$ cat config.mk
export PLATFORM = sky130hd
export DESIGN_NAME = imem_loader
export DESIGN_NICKNAME = d
export VERILOG_FILES = /design/src/rtl/imem_loader.sv
export SDC_FILE = /design/constraint.sdc
export NUM_CORES = 1
export LEC_CHECK = 0
export CAP_MARGIN = 25
export CORE_MARGIN = 4
export CORE_UTILIZATION = 61
export DETAILED_ROUTE_END_ITERATION = 7
export PLACE_DENSITY = 0.87
export SLEW_MARGIN = 30
export SYNTH_ARGS = -nofsm -noshare
export SYNTH_HDL_FRONTEND = slang
export SYNTH_SLANG_ARGS = --single-unit
$ cat constraint.sdc
create_clock -name clk -period 4.5 [get_ports clk]
set_input_delay 1.35 -clock clk [delete_from_list [all_inputs] [get_ports clk]]
set_output_delay 1.35 -clock clk [all_outputs]
set_load 0.01 [all_outputs]
$ cat src/rtl/imem_loader.sv
// Byte-wide programmable instruction memory that feeds the single-cycle processor.
// Switch-entered programs are loaded in LOAD mode and fetched combinationally in RUN mode.
module imem_loader #(
   parameter int unsigned ADDR_W = 5,
   parameter logic [7:0]  FILL   = 8'h00
) (
   input  logic              clk,
   input  logic              clr,
   input  logic              mode,
   input  logic              wr_btn,
   input  logic [7:0]        din,
   input  logic [7:0]        pc,
   output logic [7:0]        inst,
   output logic              proc_clr,
   output logic [ADDR_W-1:0] load_addr,
   output logic [ADDR_W:0]   prog_len,
   output logic              full
);

   localparam int unsigned DEPTH = 1 << ADDR_W;
   localparam int unsigned CMP_W = ((ADDR_W + 1) > 8) ? (ADDR_W + 1) : 8;

   typedef enum logic {
      S_LOAD = 1'b0,
      S_RUN  = 1'b1
   } state_e;

   state_e            state_q, state_d;
   logic [ADDR_W-1:0] load_addr_q, load_addr_d;
   logic [ADDR_W:0]   prog_len_q, prog_len_d;
   logic [7:0]        mem_q [DEPTH];

   logic              mode_m_q, mode_s_q;
   logic              wr_m_q, wr_s_q, wr_q;
   logic              wr_pulse;
   logic              wr_en;
   logic              full_w;
   logic [CMP_W-1:0]  pc_ext, len_ext;
   logic              fetch_hit;

   // Two-flop synchronizers plus one delay flop for press edge detection
   always_ff @(posedge clk) begin
      if (clr) begin
         mode_m_q <= 1'b0;
         mode_s_q <= 1'b0;
         wr_m_q   <= 1'b0;
         wr_s_q   <= 1'b0;
         wr_q     <= 1'b0;
      end else begin
         mode_m_q <= mode;
         mode_s_q <= mode_m_q;
         wr_m_q   <= wr_btn;
         wr_s_q   <= wr_m_q;
         wr_q     <= wr_s_q;
      end
   end

   assign wr_pulse = wr_s_q & ~wr_q;
   assign full_w   = (prog_len_q == (ADDR_W + 1)'(DEPTH));

   always_ff @(posedge clk) begin
      if (clr) begin
         state_q     <= S_LOAD;
         load_addr_q <= '0;
         prog_len_q  <= '0;
      end else begin
         state_q     <= state_d;
         load_addr_q <= load_addr_d;
         prog_len_q  <= prog_len_d;
      end
   end

   // A pending mode change takes precedence over a write pulse in the same cycle
   always_comb begin
      state_d     = state_q;
      load_addr_d = load_addr_q;
      prog_len_d  = prog_len_q;
      wr_en       = 1'b0;
      case (state_q)
         S_LOAD: begin
            if (mode_s_q) begin
               state_d = S_RUN;
            end else if (wr_pulse && !full_w) begin
               wr_en       = 1'b1;
               load_addr_d = load_addr_q + ADDR_W'(1);
               prog_len_d  = prog_len_q + (ADDR_W + 1)'(1);
            end
         end
         S_RUN: begin
            if (!mode_s_q) begin
               state_d     = S_LOAD;
               load_addr_d = '0;
               prog_len_d  = '0;
            end
         end
      endcase
   end

   always_ff @(posedge clk) begin
      if (clr) begin
         mem_q <= '{default: '0};
      end else if (wr_en) begin
         mem_q[load_addr_q] <= din;
      end
   end

   // Full 8-bit pc is compared so addresses at or beyond DEPTH fall back to FILL
   assign pc_ext    = CMP_W'(pc);
   assign len_ext   = CMP_W'(prog_len_q);
   assign fetch_hit = (state_q == S_RUN) && (pc_ext < len_ext);

   always_comb begin
      inst = FILL;
      if (fetch_hit) begin
         inst = mem_q[pc[ADDR_W-1:0]];
      end
   end

   assign proc_clr  = (state_q == S_LOAD);
   assign load_addr = load_addr_q;
   assign prog_len  = prog_len_q;
   assign full      = full_w;

endmodule

==> summary.md <==
| Metric | Value |
|---|---|
| Min-delay src | `wr_m_q` |
| TritonCTS Buffers | `28` |
| Maximum vdd drop | `0.234 mV` |
| Placement Setup Slack | `-820 ps` |
| Main synth FF type | `dfxtp_1` |
| CP startpoint | `pc[4]` |
| Critical Path RT | `3150 ps` |
| Period minus WS final | `4470 ps` |
| Final Power | `5.02 mW` |
| Hold Path Class | `reg2reg` |
| Filler cells | `1393` |
| Placed Area | `13100 um2` |
| CTS tree | `built` |
| Hold endpoint | `wr_s_q` |
| Static Leak | `6.51 nW` |
| Synth Warn # | `0` |
| Pwr dens | `around 350 nW/um2` |
| R2R depth | `8` |
| Hold path depth | `1` |
| IO Pins | `41` |
| First-pass DRT Iterations | `8` |
| Crit. End Element | `primary output` |
| Crit path top cell by count | `buf_4` |
| Fin crit share | `0.994` |
| Mapped Area | `between 10000 and 15000 um2` |
| First-pass GRT wire length | `51800 um` |
| Root Buffer | `clkbuf_16` |
| Flops & latches, synth | `about 270` |
| Die span in y | `151 um` |
| FF-to-FF Start | `prog_len[0]` |
| Worst Skew | `13.6 ps` |
| Slew Limit Fails | `0` |
| Global route overflow | `0` |
| Area delta synth->final | `13.9%` |
| DR WL/cell | `21.7 um` |
| Gpl congestion | `0.977` |
| Die area | `about 23000 um2` |
| Die Width | `151 um` |
| Initial Utilization | `0.628` |
| CTS clk-pin slew, worst paths | `60 ps` |
| Diodes inserted | `0` |
| Placed insts | `1490` |
| Max Fclk | `224 MHz` |
| Clock buffer depth | `3` |
| Share of cells above drive strength 1 | `0.124` |
| Initial antenna violation count | `0` |
| Async S/R FF share, synth | `0` |
| Largest cells by area after synthesis | `dfxtp_1 44%, mux2i_1 30%, nor2_1 8.0%` |
| Clock Latency Late Sink | `between 500 and 600 ps` |
| Setup Viol. Count Final | `0` |
| Post-CTS Setup Inserts | `0` |
| Worst slew margin | `0.403` |
| FF-to-FF End | `mem_q[145]` |
| Final Routed Wirelength | `around 33000 um` |
| Clock Sinks | `approximately 270` |
| Cells along the critical path | `clkdlybuf4s50_1 -> buf_4 -> nand2b_2 -> buf_4 -> a211o_1 -> nand4b_1 -> a31oi_4 -> buf_2` |
| CP Launch Type | `primary input` |
| GRT Total Usage | `0.291` |
| Antenna Nets Post-Route | `0` |
| Largest net degree at the start of global routing | `115` |
| Routed via count | `9541` |
| Slew @ Worst Pin | `893 ps` |
| Post-Synthesis Net Count | `about 1300` |
| Status | `completed` |
| Kind of critical path | `in2out` |
| Flop2flop setup slack | `1680 ps` |
| Port Buf Inserts | `40` |
| CP max stage delay | `430 ps` |
| Core Region | `19800 um2` |
| Avg Inst Size Synth | `9.99 um2` |
| Critical path arrival | `3120 ps` |
| Core Rows | `51` |
| Synth cell types | `42` |
| Area leader, netlist | `dfxtp_1` |
| Worst Path Max Fanout | `8` |
| Final worst slack | `approximately 29 ps` |
| Synth Instances | `1245` |
| Via density | `6.20` |
| Final #Nets | `1288` |
| Dpl hpwl | `roughly 22000 um` |
| MaxCap Viol Count | `0` |
| H-tree levels | `1` |
| Final std cells w/o fill | `between 1500 and 2000` |
| Yosys top cell area share | `0.440` |
| Setup TNS | `0 ps` |
| Crit-path slowest cell | `clkdlybuf4s50_1` |
| Number of synthesized flops with an enable pin | `0` |
| DRC | `0` |
| Number of global-route vias before repair | `9072` |
| Final Hold Vio Count | `0` |
| Fin area | `~14000 um2` |
| Sequential-to-total area share from yosys stat | `0.440` |
| DR iter-0 viols | `around 1300` |
==> where the power goes <==
group	switching, mW	leakage, nW	internal (mW)
Combinational	0.212	3.87	0.132
Clock	0.919	0.438	1.33
Sequential	0.00444	2.20	2.42
Total	1.14	6.51	3.88
==> cells in the final DEF (no fill, tap or decap), types with 3 or more instances in the layout <==
| cell | instances |
|---|---|
| a211o_1 | 4 |
| clkbuf_16 | 29 |
| buf_2 | 7 |
| nor2_1 | 265 |
| buf_12 | 7 |
| nor3_1 | 4 |
| o22ai_1 | 18 |
| nor3_2 | 6 |
| o21ai_0 | 4 |
| nor3b_1 | 3 |
| and3_1 | 12 |
| buf_4 | 40 |
| inv_1 | 9 |
| nand2b_1 | 3 |
| nand2_1 | 4 |
| clkdlybuf4s50_1 | 28 |
| mux2_2 | 8 |
| a22o_1 | 28 |
| mux2i_1 | 374 |
| nand3_2 | 20 |
| a221oi_2 | 7 |
| nor2b_1 | 11 |
| a211oi_2 | 3 |
| ha_1 | 11 |
| dfxtp_1 | 273 |
| a221oi_1 | 21 |
| a211oi_1 | 3 |
| clkbuf_8 | 7 |
| a21oi_1 | 9 |
| nand3_1 | 7 |
| clkbuf_1 | 8 |
==> area by class of cell <==
class,count,area [um2],share of cell area
Multi-Input combinational cell,857,6620,0.468
Sequential cell,273,5470,0.386
Clock buffer,43,838,0.0592
Timing Repair Buffer,88,817,0.0577
Tap cell,265,332,0.0234
Clock inverter,4,51.3,0.00362
Inverter,9,33.8,0.00239
==> critical path, delay by kind of cell <==
| family | cells | cell delay, ps |
|---|---|---|
| compound gates | 2 | 440 |
| buf+inv | 4 | 920 |
| simple gates | 2 | 410 |
==> cell usage after synthesis, drive strengths merged, types with 3 or more instances <==
master,number
inv,9
nand3,27
a211o,4
a31oi,3
nand2b,4
nor2,266
and3,12
dfxtp,273
a22o,28
nand2,4
clkbuf,72
nor3,11
nor3b,3
a21oi,10
mux2,8
o22ai,18
o21ai,5
buf,36
nor2b,13
ha,11
a221oi,28
mux2i,374
a211oi,7
==> per-layer routing <==
layer	wire length (um)	vias to the layer above	track usage
met1	13700	4559	0.392
met2	14700	489	0.450
met3	3830	105	0.0885
li1	-	4388	-
met5	0	-	0
met4	1240	0	0.0888
==> cell families (layout without fill, tap and decap cells) <==
logic type	count (synthesis)	after routing	share of synthesized area
multiplexers	382	382	0.308
AND/OR/NAND/NOR	351	353	0.129
flip-flops	273	273	0.440
buffers and inverters	117	144	0.0431
AO/OA/AOI/OAI	111	111	0.0691
adder cells (fa/ha/maj)	11	11	0.0111
==> how the worst max path moves through the flow <==
stage	endpoint	slack, ps	cells past startpoint
after floorplan	inst[1]	330	8
after global placement	inst[7]	-720	6
after detailed placement	inst[5]	-820	6
after CTS	inst[3]	8	8
after global routing	inst[4]	-20	8
final	inst[6]	30	8
==> metrics by stage <==
| step | util | hold slack, ps |
|---|---|---|
| 5_1_grt | 0.716 | 475 |
| 6_report | 0.716 | 439 |
| 4_1_cts | 0.712 | 442 |
| 2_1_floorplan | - | 414 |
| 3_3_place_gp | 0.663 | 419 |
| 3_5_place_dp | 0.663 | 428 |
==> sequential cells by signal (all words and copies together), names as in the netlist <==
register / flops
prog_len: 6
state_q: 1
wr_q: 1
wr_m_q: 1
mode_m_q: 1
mem_q: 256
wr_s_q: 1
mode_s_q: 1
load_addr: 5
==> what timing repair did <==
action / in CTS / in global routing
resized for setup: 46 / 21
cloned: 2 / 0
hold buffers: 0 / 0
endpoints found under the setup margin: 8 / 6
pin swaps: 11 / 6
hold endpoints to repair: 0 / 0
Power figures use the tool's default switching activity.
